==> src/rtl/calc_pkg.sv <==
// rtl/calc_pkg.sv - shared states, operation codes and button priority for the calculator entry block
package calc_pkg;

    typedef enum logic [2:0] {
        S_A,
        S_OP,
        S_B,
        S_EQ,
        S_REQ,
        S_RES,
        S_ERR
    } state_e;

    localparam logic [1:0] OP_NONE = 2'd0;
    localparam logic [1:0] OP_ADD  = 2'd1;
    localparam logic [1:0] OP_SUB  = 2'd2;

    localparam int NUM_BTN = 5;

    typedef enum logic [2:0] {
        BTN_0     = 3'd0,
        BTN_1     = 3'd1,
        BTN_PLUS  = 3'd2,
        BTN_MINUS = 3'd3,
        BTN_EQUAL = 3'd4
    } btn_e;

    // Highest priority first.
    localparam btn_e BTN_PRIORITY [NUM_BTN] = '{BTN_EQUAL, BTN_PLUS, BTN_MINUS, BTN_1, BTN_0};

    // Keep only the highest-priority pulse; walking from lowest to highest lets the winner overwrite.
    function automatic logic [NUM_BTN-1:0] pick_pulse(input logic [NUM_BTN-1:0] pulses);
        logic [NUM_BTN-1:0] sel;
        sel = '0;
        for (int i = NUM_BTN - 1; i >= 0; i--) begin
            if (pulses[BTN_PRIORITY[i]]) begin
                sel = '0;
                sel[BTN_PRIORITY[i]] = 1'b1;
            end
        end
        return sel;
    endfunction

endpackage

==> src/rtl/calc_debounce.sv <==
// rtl/calc_debounce.sv - two-flop synchronizer plus press/release debouncer emitting one pulse per press
module calc_debounce #(
    parameter int DEBOUNCE_CYCLES = 8000000
) (
    input  logic clk,
    input  logic reset,
    input  logic btn,
    output logic pulse
);

    localparam int CW = $clog2(DEBOUNCE_CYCLES + 1);
    localparam logic [CW-1:0] LAST = CW'(DEBOUNCE_CYCLES - 1);

    logic          sync_1;
    logic          sync_2;
    logic          armed;
    logic [CW-1:0] count;

    // Armed: count high cycles toward a press. Disarmed: count low cycles toward re-arm.
    always_ff @(posedge clk or posedge reset) begin
        if (reset) begin
            sync_1 <= 1'b0;
            sync_2 <= 1'b0;
            armed  <= 1'b1;
            count  <= '0;
            pulse  <= 1'b0;
        end else begin
            sync_1 <= btn;
            sync_2 <= sync_1;
            pulse  <= 1'b0;
            if (sync_2 == armed) begin
                if (count == LAST) begin
                    count <= '0;
                    armed <= ~armed;
                    pulse <= armed;
                end else begin
                    count <= count + 1'b1;
                end
            end else begin
                count <= '0;
            end
        end
    end

endmodule

==> src/rtl/calc_entry_ctrl.sv <==
// rtl/calc_entry_ctrl.sv - binary operand/operator entry FSM with ALU request handshake
module calc_entry_ctrl
    import calc_pkg::*;
#(
    parameter int DEBOUNCE_CYCLES = 8000000
) (
    input  logic       clk,
    input  logic       reset,
    input  logic       btn_0,
    input  logic       btn_1,
    input  logic       btn_plus,
    input  logic       btn_minus,
    input  logic       btn_equal,
    output logic [3:0] op_a,
    output logic [3:0] op_b,
    output logic [1:0] op_code,
    output logic       alu_req,
    input  logic       alu_ack,
    input  logic [3:0] alu_result,
    input  logic       alu_err,
    output logic [3:0] result,
    output logic [7:0] digit_en,
    output logic       err,
    output logic       busy
);

    logic [NUM_BTN-1:0] raw_vec;
    logic [NUM_BTN-1:0] pulse_vec;
    logic [NUM_BTN-1:0] sel;

    assign raw_vec = {btn_equal, btn_minus, btn_plus, btn_1, btn_0};

    for (genvar i = 0; i < NUM_BTN; i++) begin : g_db
        calc_debounce #(
            .DEBOUNCE_CYCLES(DEBOUNCE_CYCLES)
        ) u_db (
            .clk  (clk),
            .reset(reset),
            .btn  (raw_vec[i]),
            .pulse(pulse_vec[i])
        );
    end

    state_e     state, state_n;
    logic [1:0] cnt, cnt_n;
    logic [3:0] op_a_n, op_b_n, result_n;
    logic [1:0] op_code_n;
    logic [7:0] digit_mask, digit_mask_n;
    logic       digit_hit, digit_val;

    always_ff @(posedge clk or posedge reset) begin
        if (reset) begin
            state      <= S_A;
            cnt        <= '0;
            op_a       <= '0;
            op_b       <= '0;
            op_code    <= OP_NONE;
            result     <= '0;
            digit_mask <= '0;
        end else begin
            state      <= state_n;
            cnt        <= cnt_n;
            op_a       <= op_a_n;
            op_b       <= op_b_n;
            op_code    <= op_code_n;
            result     <= result_n;
            digit_mask <= digit_mask_n;
        end
    end

    // MSB-first entry: bit index 3-cnt is ~cnt for a 2-bit counter.
    always_comb begin
        state_n      = state;
        cnt_n        = cnt;
        op_a_n       = op_a;
        op_b_n       = op_b;
        op_code_n    = op_code;
        result_n     = result;
        digit_mask_n = digit_mask;
        sel          = pick_pulse(pulse_vec);
        digit_hit    = sel[BTN_0] | sel[BTN_1];
        digit_val    = sel[BTN_1];

        case (state)
            S_A: begin
                if (digit_hit) begin
                    op_a_n[~cnt]                = digit_val;
                    digit_mask_n[{1'b1, ~cnt}] = 1'b1;
                    cnt_n                       = cnt + 2'd1;
                    if (cnt == 2'd3) state_n = S_OP;
                end
            end
            S_OP: begin
                if (sel[BTN_PLUS]) begin
                    op_code_n = OP_ADD;
                    state_n   = S_B;
                end else if (sel[BTN_MINUS]) begin
                    op_code_n = OP_SUB;
                    state_n   = S_B;
                end
            end
            S_B: begin
                if (digit_hit) begin
                    op_b_n[~cnt]                = digit_val;
                    digit_mask_n[{1'b0, ~cnt}] = 1'b1;
                    cnt_n                       = cnt + 2'd1;
                    if (cnt == 2'd3) state_n = S_EQ;
                end
            end
            S_EQ: begin
                if (sel[BTN_EQUAL]) state_n = S_REQ;
            end
            S_REQ: begin
                if (alu_ack) begin
                    op_code_n = OP_NONE;
                    if (alu_err) begin
                        state_n = S_ERR;
                    end else begin
                        result_n = alu_result;
                        state_n  = S_RES;
                    end
                end
            end
            S_RES: begin
                if (digit_hit) begin
                    op_a_n       = {digit_val, 3'b000};
                    op_b_n       = '0;
                    digit_mask_n = 8'h80;
                    result_n     = '0;
                    cnt_n        = 2'd1;
                    state_n      = S_A;
                end
            end
            S_ERR: begin
                if (sel[BTN_EQUAL]) begin
                    op_a_n       = '0;
                    op_b_n       = '0;
                    op_code_n    = OP_NONE;
                    result_n     = '0;
                    digit_mask_n = '0;
                    cnt_n        = '0;
                    state_n      = S_A;
                end
            end
            default: state_n = S_A;
        endcase
    end

    assign alu_req  = (state == S_REQ);
    assign busy     = (state == S_REQ);
    assign err      = (state == S_ERR);
    assign digit_en = err ? 8'hFF : digit_mask;

endmodule
==> config.mk <==
export PLATFORM = sky130hd
export DESIGN_NAME = calc_entry_ctrl
export DESIGN_NICKNAME = d
export VERILOG_FILES = /design/src/rtl/calc_pkg.sv /design/src/rtl/calc_debounce.sv /design/src/rtl/calc_entry_ctrl.sv
export SDC_FILE = /design/constraint.sdc
export NUM_CORES = 1
export LEC_CHECK = 0
export CAP_MARGIN = 20
export CORE_MARGIN = 8
export CORE_UTILIZATION = 60
export CTS_CLUSTER_SIZE = 40
export DETAILED_ROUTE_END_ITERATION = 8
export PLACE_DENSITY = 0.9
export SLEW_MARGIN = 40
export SYNTH_ARGS = -nofsm -noshare
export SYNTH_HDL_FRONTEND = slang
export SYNTH_SLANG_ARGS = --single-unit
==> constraint.sdc <==
create_clock -name clk -period 7.4 [get_ports clk]
set_input_delay 1.48 -clock clk [delete_from_list [all_inputs] [get_ports clk]]
set_output_delay 1.48 -clock clk [all_outputs]
set_load 0.01 [all_outputs]
==> results of run 1 <==
cell usage after synthesis (3+ instances only):
library cell and n:
dfstp_2 5, and4_1 7, and3_1 10, o32ai_1 4, clkbuf_1 24, and2_1 4, xnor2_1 47, or4b_1 4
buf_4 3, nor2_1 85, o31ai_1 17, inv_1 43, xor2_1 24, nor4_1 16, nor3_1 15, dfrtp_1 157
a21oi_1 52, nand2_1 58, o21ai_0 38, ha_1 9, nand4_1 34, or3_1 33, nand2b_1 4, buf_2 4
nor3b_1 3, o22ai_1 6, a22o_1 4, or2_2 5, mux2i_1 8, or4_1 23, a32o_1 4, nand3b_1 4
nand3_1 37
layout make-up:
type	count	area [um2]	area share, %
clock inverter	10	108.9	1.184
multi-input combinational	592	3732	40.59
timing repair buffer	44	434.2	4.722
inverter	43	168.9	1.837
clock buffer	21	470.5	5.116
sequential	162	4060	44.16
tap	176	220.2	2.395
flip-flops by register name, indices dropped and copies added, names as in the netlist:
register,flops
cnt,2
digit_mask,8
g_db.u_db.armed,5
g_db.u_db.count,115
g_db.u_db.pulse,5
g_db.u_db.sync_1,5
g_db.u_db.sync_2,5
op_a,4
op_b,4
op_code,2
result,4
state,3
critical path: cells and delay by family (launching register included):
family        cells  cell delay [ns]
flops             1             0.71
buf+inv           1             0.56
simple gates      3             0.87
per-layer routing:
layer / vias up / GRT usage (%) / wire [um] / share of wire [%]
met5: - / 0 / 0 / 0
met4: 0 / 6.435 / 263 / 1.6
met3: 26 / 4.992 / 819 / 4.9
met2: 173 / 31.39 / 8252 / 49
met1: 3144 / 25.22 / 7410 / 44
li1: 3035 / - / - / -
through the flow:
stage	util (%)	hold WS [ns]	instances
5_1_grt	69.44	0.3571	1048
3_3_place_gp	64.82	0.3324	1015
4_1_cts	69.22	0.3489	1046
3_5_place_dp	64.84	0.3347	1015
2_1_floorplan	-	0.3312	833
6_report	69.44	0.3491	1048
cell families after synthesis:
logic type | Yosys count | synth area share [%]
DFF | 162 | 50.08
and+or+nand+nor | 357 | 24.28
buffers and inverters | 79 | 4.059
AOI/OAI and AO/OA | 145 | 11.25
muxes | 10 | 1.266
adders and majority gates | 9 | 1.389
xor gates and xnor gates | 71 | 7.671
how the worst max path moves through the flow:
stage / slack (ns) / startpoint / cells after the start / to
2_1_floorplan: 1.55 / reset / 1 / cnt[0]$_DFFE_PP0P_
3_3_place_gp: 3.92 / reset / 3 / g_db[4].u_db.count[1]$_DFF_PP0_
3_5_place_dp: 3.82 / state[2]$_DFFE_PP0P_ / 4 / digit_en[7]
4_1_cts: 3.36 / state[2]$_DFFE_PP0P_ / 4 / digit_en[7]
5_1_grt: 3.22 / state[2]$_DFFE_PP0P_ / 4 / digit_en[7]
6_report: 3.36 / state[2]$_DFFE_PP0P_ / 4 / digit_en[7]
power groups by stage:
stage	clock (mW)	combinational (mW)	sequential (mW)
after detailed placement	0	0.0555	0.923
after CTS	0.875	0.0560	0.907
after global placement	0	0.0542	0.922
after floorplan	0	0.0405	0.919
final	0.867	0.0562	0.907
after global routing	0.911	0.0643	0.909
==> qor.yml, run 1 <==
cp_slowest_cell: "dfrtp_1"
vias: 6378
clk_pin_slew_ns: 0.06
viasPerCell: 6.086
pwr-share-comb_pct: 3.1
yosys.area.top_type: "dfrtp_1"
setup_slack_ns: 3.356
max_clock_freq_mhz: 247.3
final_cell_mix: "dfrtp_1 (157), nor2_1 (84), nand2_1 (58), a21oi_1 (52), xnor2_1 (47)"
cts_tree: "yes"
post_cts_buffers: 0
r2r_start: "g_db[0].u_db.count[0]$_DFF_PP0_"
power_density_nw_per_um2: 199.0
synth-edff-count: 0
grt_pass1_wl_um: 28520
syn_area_um2: 8107
first_pass_iters: 5
io_pins: 38
cellLeakagePower_nw: 3.711
p_switching_mw: 0.3965
max-slew-margin-rel_pct: 45.72
hp-start: "g_db[4].u_db.sync_1$_DFF_PP0_"
crit_path_end_kind: "output port"
netlist-cell-type-count: 64
insertion_delay_ns: 0.42
die_area_um2: 17490
final_layout_size_suffix_gt1_share_pct: 7.454
syn_to_final_growth_pct: 13.43
yosysWarnings: 0
antenna_cells: 0
critPathKind: "reg2out"
p_seq_share_pct: 49.6
ys_ff_latch: 162
fin_crit_ns: 4.044
coreArea_um2: 13240
swShare_pct: 21.67
cp.required_ns: 5.92
worstHoldEndpoint: "g_db[4].u_db.sync_2$_DFF_PP0_"
htree_levels: 4
rows: 42
syn_nets: 855
critPathLaunchType: "flip-flop"
drt_wl_total_um: 16750
syn_inst: 833
dieWidth_um: 132.2
antenna_found_initial: 0
drt.antenna.violating_nets: 0
finalInstanceArea_um2: 9195
hold_violations: 0
nets: 882
die_h_um: 132.2
fill_cells: 978
cts.sinks: 162
max_cap_viol_count: 0
grt_usage_pct: 19.51
synth.top_cells.by_area: "dfrtp_1 (48%), xnor2_1 (5.1%), nor2_1 (3.9%)"
hpwl_um: 10830
io_buffers: 37
cp_slowest_stage_delay_ns: 0.71
clock_skew_ns: 0.006994
pwr-share-clk_pct: 47.4
post-place-ws_ns: 3.821
grt_max_degree: 94
tns_ns: 0
numCtsBuffers: 17
hold_class: "reg2reg"
grt_pass1_vias: 6115
seq_area_frac_synth_pct: 50.08
place_area_um2: 8587
synth.top_cell.area_share_pct: 48.46
r2r_cells: 6
gp_congestion: 0.8120
syn_avg_cell_area_um2: 9.732
rsz0062_at_grt: "no"
route.detailed.drc: 0
critPathArrivalTime_ns: 2.56
status: "complete, no violations"
holdPathStages: 0
finalPower_mw: 1.830
slew_violations: 0
finalSetupViolCount: 0
synthFlopType: "dfrtp_1"
regToRegSetupSlack_ns: 4.87
ir_drop_mv: 0.1819
start_util_pct: 61.22
cp_max_fo: 19
clock_path_buffers: 2
drtIter0Drc: 644
reg2reg_to: "g_db[0].u_db.count[6]$_DFF_PP0_"
wl_per_cell_um: 15.98
period_share_pct: 54.64
post_cts_resized: 0
root_buffer: "clkbuf_16"
tightest_slew_ns: 0.8055
final_common_cell: "dfrtp_1"
intPower_mw: 1.433
grt_overflow: 0
async_flop_share_pct: 100.0
cp_common_cell: "nand2_1"
hold_buffers: 0
crit_chain: "nor2b_1 -> nand2_1 -> nand2_1 -> clkdlybuf4s50_1"
Power figures use the tool's default switching activity.
==> run 2: changes to the inputs <==
--- a/config.mk
+++ b/config.mk
@@ -7,10 +7,10 @@
 export LEC_CHECK = 0
 export CAP_MARGIN = 20
 export CORE_MARGIN = 8
-export CORE_UTILIZATION = 60
+export CORE_UTILIZATION = 55
 export CTS_CLUSTER_SIZE = 40
 export DETAILED_ROUTE_END_ITERATION = 8
-export PLACE_DENSITY = 0.9
+export PLACE_DENSITY = 0.88
 export SLEW_MARGIN = 40
 export SYNTH_ARGS = -nofsm -noshare
 export SYNTH_HDL_FRONTEND = slang
==> constraint.sdc (replaced) <==
create_clock -name clk -period 3.6 [get_ports clk]
set_input_delay 0.72 -clock clk [delete_from_list [all_inputs] [get_ports clk]]
set_output_delay 0.72 -clock clk [all_outputs]
set_load 0.01 [all_outputs]
==> qor.yml, run 2 (same netlist as run 1, synthesis figures left out) <==
finalSetupViolCount: 0  # unchanged
tns_ns: 0  # unchanged
final_layout_size_suffix_gt1_share_pct: 7.982  # was 7.454%
antenna_found_initial: 0  # unchanged
rsz0062_at_grt: "no"  # unchanged
fill_cells: 1093  # was 978
clock_skew_ns: 0.008849  # was 0.006994 ns
gp_congestion: 0.8200  # was 0.8120
clock_path_buffers: 2  # unchanged
wl_per_cell_um: 15.65  # was 15.98 um
hold_violations: 0  # unchanged
tightest_slew_ns: 0.7453  # was 0.8055 ns
intPower_mw: 3.064  # was 1.433 mW
antenna_cells: 0  # unchanged
cellLeakagePower_nw: 3.764  # was 3.711 nW
cts_tree: "yes"  # unchanged
post_cts_resized: 0  # unchanged
hold_buffers: 0  # unchanged
critPathLaunchType: "flip-flop"  # unchanged
grt_pass1_vias: 5864  # was 6115
critPathArrivalTime_ns: 2.26  # was 2.56 ns
fin_crit_ns: 2.976
max-slew-margin-rel_pct: 49.90  # was 45.72%
crit_path_end_kind: "output port"  # unchanged
clk_pin_slew_ns: 0.06  # about the same
grt_overflow: 0  # unchanged
p_seq_share_pct: 48.1  # was 49.6%
htree_levels: 4  # unchanged
rows: 44  # was 42
ir_drop_mv: 0.3454  # was 0.1819 mV
pwr-share-comb_pct: 3.2  # was 3.1%
max_clock_freq_mhz: 336.0
root_buffer: "clkbuf_16"  # unchanged
slew_violations: 0  # unchanged
largest_reg_flops: 115  # unchanged
final_cell_mix: "dfrtp_1 (157), nor2_1 (84), nand2_1 (58), a21oi_1 (52), xnor2_1 (47)"  # unchanged
drtIter0Drc: 498  # was 644
first_pass_iters: 7  # was 5
grt_usage_pct: 18.06  # was 19.51%
dieWidth_um: 137.4  # was 132.2 um
nets: 886  # was 882
insertion_delay_ns: 0.43  # was 0.42 ns
die_area_um2: 18880  # was 17490 um2
setup_slack_ns: 0.6239  # was 3.356 ns
post-place-ws_ns: 1.048  # was 3.821 ns
top_regs: "g_db.u_db.count: 115 flops, digit_mask: 8 flops"  # unchanged
final_common_cell: "dfrtp_1"  # unchanged
drt.antenna.violating_nets: 0  # unchanged
numCtsBuffers: 17  # unchanged
post_cts_buffers: 0  # unchanged
vias: 6346  # was 6378
swShare_pct: 20.92  # was 21.67%
grt_pass1_wl_um: 27770  # was 28520 um
p_switching_mw: 0.8108  # was 0.3965 mW
drt_wl_total_um: 16600  # was 16750 um
cp_max_fo: 21  # was 19
start_util_pct: 55.99  # was 61.22%
cts.sinks: 162  # unchanged
coreArea_um2: 14480  # was 13240 um2
io_buffers: 37  # unchanged
max_cap_viol_count: 0  # unchanged
io_pins: 38  # unchanged
critPathKind: "reg2out"  # unchanged
pwr-share-clk_pct: 48.7  # was 47.4%
period_share_pct: 82.67
die_h_um: 137.4  # was 132.2 um
hpwl_um: 10920  # was 10830 um
power_density_nw_per_um2: 416.4  # was 199.0 nW/um2
viasPerCell: 5.981  # was 6.086
cp.required_ns: 2.88  # was 5.92 ns
status: "complete, no violations"  # unchanged
syn_to_final_growth_pct: 14.80  # was 13.43%
hold_class: "reg2reg"  # unchanged
route.detailed.drc: 0  # unchanged
grt_max_degree: 71  # was 94
largest-register: "g_db.u_db.count"  # unchanged
==> run 2: cell types whose count changed in the layout (fill, tap and decap cells not counted) <==
cell        previous run  this run
buf_12                 0         2
buf_4                  4         8
buf_6                  3         1
bufinv_16              2         3
clkbuf_8               3         5
clkinv_2               5         3
clkinv_4               1         0
clkinvlp_4             2         4
inv_8                  1         0
o41ai_2                1         0
o41ai_4                0         1
==> run 2: per-stage QoR <==
stage                     total power, mW  area (um2)  cells  utilization (%)  hold slack, ns
after floorplan                     1.973        8110    833                -          0.3312
after global placement              2.014        8656   1028            59.78          0.3333
after detailed placement            2.019        8658   1028            59.80          0.3347
after CTS                           3.898        9284   1060            64.12          0.3483
after global routing                4.003        9306   1061            64.28          0.3711
final                               3.875        9306   1061            64.28          0.3482
==> run 2: cell type report <==
type                    count  area [um2]  share of cell area, %
multi-input cells         592        3744                  40.23
flip-flops and latches    162        4060                  43.63
inverters                  43       165.2                  1.775
repair buffers             48       481.7                  5.176
well taps                 184       230.2                  2.474
clock buffers              23       498.0                  5.351
clock inverters             9       127.6                  1.371
==> run 2: path summary, 6_finish.rpt <==
check | start | cells after the start | endpoint | slack (ns)
max | state[0]$_DFFE_PP0P_ | 5 | digit_en[7] | 0.62
min | g_db[3].u_db.sync_1$_DFF_PP0_ | 0 | g_db[3].u_db.sync_2$_DFF_PP0_ | 0.35
max reg2reg | g_db[3].u_db.count[15]$_DFF_PP0_ | 5 | g_db[3].u_db.count[21]$_DFF_PP0_ | 1.17
min reg2reg | g_db[3].u_db.sync_1$_DFF_PP0_ | 0 | g_db[3].u_db.sync_2$_DFF_PP0_ | 0.35
max in group asynchronous | reset | 3 | g_db[1].u_db.armed$_DFFE_PP1P_ | 2.10
min in group asynchronous | reset | 2 | g_db[2].u_db.count[17]$_DFF_PP0_ | 0.71
==> run 2: metal layers <==
layer / vias to the layer above / share of wire (%) / track usage (%) / routed length (um)
li1: 3058 / - / - / -
met1: 3099 / 45 / 24.14 / 7504
met2: 164 / 48 / 27.95 / 7948
met3: 25 / 5.3 / 4.230 / 874
met4: 0 / 1.7 / 7.001 / 277
met5: - / 0 / 0 / 0
==> run 2: worst max-delay path: stages (launching register included) <==
cell and delay, ns:
dfrtp_1 0.36, buf_4 0.20, nor2b_1 0.24, nand2_1 0.27, nand2_1 0.20, clkdlybuf4s50_1 0.56
==> run 2: power by group through the flow <==
stage | Combinational [mW] | Sequential [mW] | Clock (mW)
after floorplan | 0.0835 | 1.89 | 0
after global placement | 0.121 | 1.89 | 0
after detailed placement | 0.124 | 1.89 | 0
after CTS | 0.125 | 1.86 | 1.91
after global routing | 0.142 | 1.86 | 2.00
final | 0.125 | 1.86 | 1.89
==> run 3: changes to the inputs <==
==> constraint.sdc (replaced) <==
create_clock -name clk -period 2.73 [get_ports clk]
set_input_delay 0.546 -clock clk [delete_from_list [all_inputs] [get_ports clk]]
set_output_delay 0.546 -clock clk [all_outputs]
set_load 0.01 [all_outputs]
==> qor.yml, run 3 (same netlist as run 1, synthesis figures left out) <==
drt.antenna.violating_nets: 0  # unchanged
largest_reg_flops: 115  # unchanged
critical_path.top_delay_family: "simple AND/OR/NAND/NOR gates"  # was buffers and inverters
fin_crit_ns: 2.608
ir_drop_mv: 0.4219  # was 0.3454 mV
grt_usage_pct: 18.67  # was 18.06%
cp_max_fo: 9  # was 21
dpl.cell_count: 1035  # was 1028
coreArea_um2: 14480  # unchanged
max_cap_viol_count: 0  # unchanged
final_cell_mix: "dfrtp_1 (157), nor2_1 (85), nand2_1 (58), a21oi_1 (52), xnor2_1 (47)"  # was dfrtp_1 (157), nor2_1 (84), nand2_1 (58), a21oi_1 (52), xnor2_1 (47)
crit_cells: 4  # was 5
first_pass_iters: 5  # was 7
post_cts_buffers: 0  # unchanged
tightest_slew_ns: 0.7111  # was 0.7453 ns
crit_path_end_kind: "output port"  # unchanged
gp_congestion: 0.8273  # was 0.8200
viasPerCell: 5.945  # was 5.981
htree_levels: 4  # unchanged
vias: 6343  # was 6346
die_area_um2: 18880  # unchanged
cts_tree: "yes"  # unchanged
insertion_delay_ns: 0.43  # about the same
grt_pass1_wl_um: 28410  # was 27770 um
dieWidth_um: 137.4  # unchanged
antenna_found_initial: 0  # unchanged
status: "complete, no violations"  # unchanged
max-slew-margin-rel_pct: 52.20  # was 49.90%
clock_skew_ns: 0.007850  # was 0.008849 ns
cp_common_cell: "nand2_1"  # unchanged
stdcell_count: 1067  # was 1061
critPathKind: "reg2out"  # unchanged
cp_slowest_stage_delay_ns: 0.55  # was 0.56 ns
critPathBufInv: 1  # was 2
final_common_cell: "dfrtp_1"  # unchanged
critPathArrivalTime_ns: 2.06  # was 2.26 ns
wl_per_cell_um: 15.57  # was 15.65 um
post_cts_resized: 0  # unchanged
cp_slowest_cell: "clkdlybuf4s50_1"  # unchanged
tns_ns: 0  # unchanged
drtIter0Drc: 413  # was 498
period_share_pct: 95.53
route.detailed.drc: 0  # unchanged
cts.sinks: 162  # unchanged
cellLeakagePower_nw: 3.763  # was 3.764 nW
fill_cells: 1088  # was 1093
nets: 892  # was 886
clk_pin_slew_ns: 0.07  # was 0.06 ns
numCtsBuffers: 17  # unchanged
rsz0062_at_grt: "no"  # unchanged
final_layout_size_suffix_gt1_share_pct: 8.494  # was 7.982%
r2r_cells: 5  # unchanged
rows: 44  # unchanged
die_h_um: 137.4  # unchanged
grt_max_degree: 76  # was 71
hold_violations: 0  # unchanged
hpwl_um: 11390  # was 10920 um
critPathLaunchType: "flip-flop"  # unchanged
start_util_pct: 55.99  # unchanged
hold_buffers: 0  # unchanged
drt_wl_total_um: 16610  # was 16600 um
finalSetupViolCount: 0  # unchanged
regToRegSetupSlack_ns: 0.44  # was 1.17 ns
power_density_nw_per_um2: 537.3  # was 416.4 nW/um2
grt_pass1_vias: 5953  # was 5864
root_buffer: "clkbuf_16"  # unchanged
antenna_cells: 0  # unchanged
cp.required_ns: 2.18  # was 2.88 ns
crit_chain: "nor2b_1 -> nand2_1 -> nand2_1 -> clkdlybuf4s50_1"  # was buf_4 -> nor2b_1 -> nand2_1 -> nand2_1 -> clkdlybuf4s50_1
hold_class: "reg2reg"  # unchanged
largest-register: "g_db.u_db.count"  # unchanged
syn_to_final_growth_pct: 14.94  # was 14.80%
holdPathStages: 0  # unchanged
max_clock_freq_mhz: 383.5
clock_path_buffers: 2  # unchanged
io_pins: 38  # unchanged
io_buffers: 37  # unchanged
grt_overflow: 0  # unchanged
top_regs: "g_db.u_db.count: 115 flops, digit_mask: 8 flops"  # unchanged
slew_violations: 0  # unchanged
[run 3: routing by layer]
| metal | GRT usage (%) | wire [um] | share of wire (%) | up-vias |
|---|---|---|---|---|
| li1 | - | - | - | 3066 |
| met1 | 24.18 | 7241 | 44 | 3088 |
| met2 | 30.21 | 8256 | 50 | 168 |
| met3 | 4.121 | 900 | 5.4 | 21 |
| met4 | 6.699 | 214 | 1.3 | 0 |
| met5 | 0 | 0 | 0 | - |
[run 3: cell type report]
cell class              instances  area [um2]  area share, %
well taps                     184       230.2          2.471
inverters                      43       165.2          1.773
clock buffers                  21       470.5          5.049
multi-input cells             592        3730          40.03
flip-flops and latches        162        4060          43.57
clock inverters                11       126.4          1.356
repair buffers                 54       535.5          5.747
[run 3: worst paths after layout]
path / startpoint / to
setup / recovery: state[2]$_DFFE_PP0P_ / digit_en[7]
hold / removal: g_db[1].u_db.sync_1$_DFF_PP0_ / g_db[1].u_db.sync_2$_DFF_PP0_
setup reg to reg: g_db[1].u_db.count[16]$_DFF_PP0_ / g_db[1].u_db.count[14]$_DFF_PP0_
hold reg to reg: g_db[1].u_db.sync_1$_DFF_PP0_ / g_db[1].u_db.sync_2$_DFF_PP0_
max in group asynchronous: reset / g_db[4].u_db.armed$_DFFE_PP1P_
min in group asynchronous: reset / g_db[0].u_db.count[1]$_DFF_PP0_
[run 3: power breakdown]
group	internal [mW]	total, mW	switching, mW
combinational	0.0605	0.168	0.107
clock	1.42	2.38	0.960
sequential	2.43	2.46	0.0281
total	3.91	5.01	1.10
[run 3: per-stage QoR]
stage / setup slack [ns] / utilization (%) / hold slack (ns) / area [um2] / power, mW
after global placement: 0.4975 / 60.23 / 0.3348 / 8721 / 2.662
after global routing: 0.03936 / 64.35 / 0.3518 / 9318 / 5.182
final: 0.1222 / 64.35 / 0.3466 / 9318 / 5.006
after floorplan: 0.1313 / - / 0.3312 / 8110 / 2.602
after CTS: 0.1086 / 64.35 / 0.3490 / 9318 / 5.047
after detailed placement: 0.4338 / 60.23 / 0.3347 / 8721 / 2.670
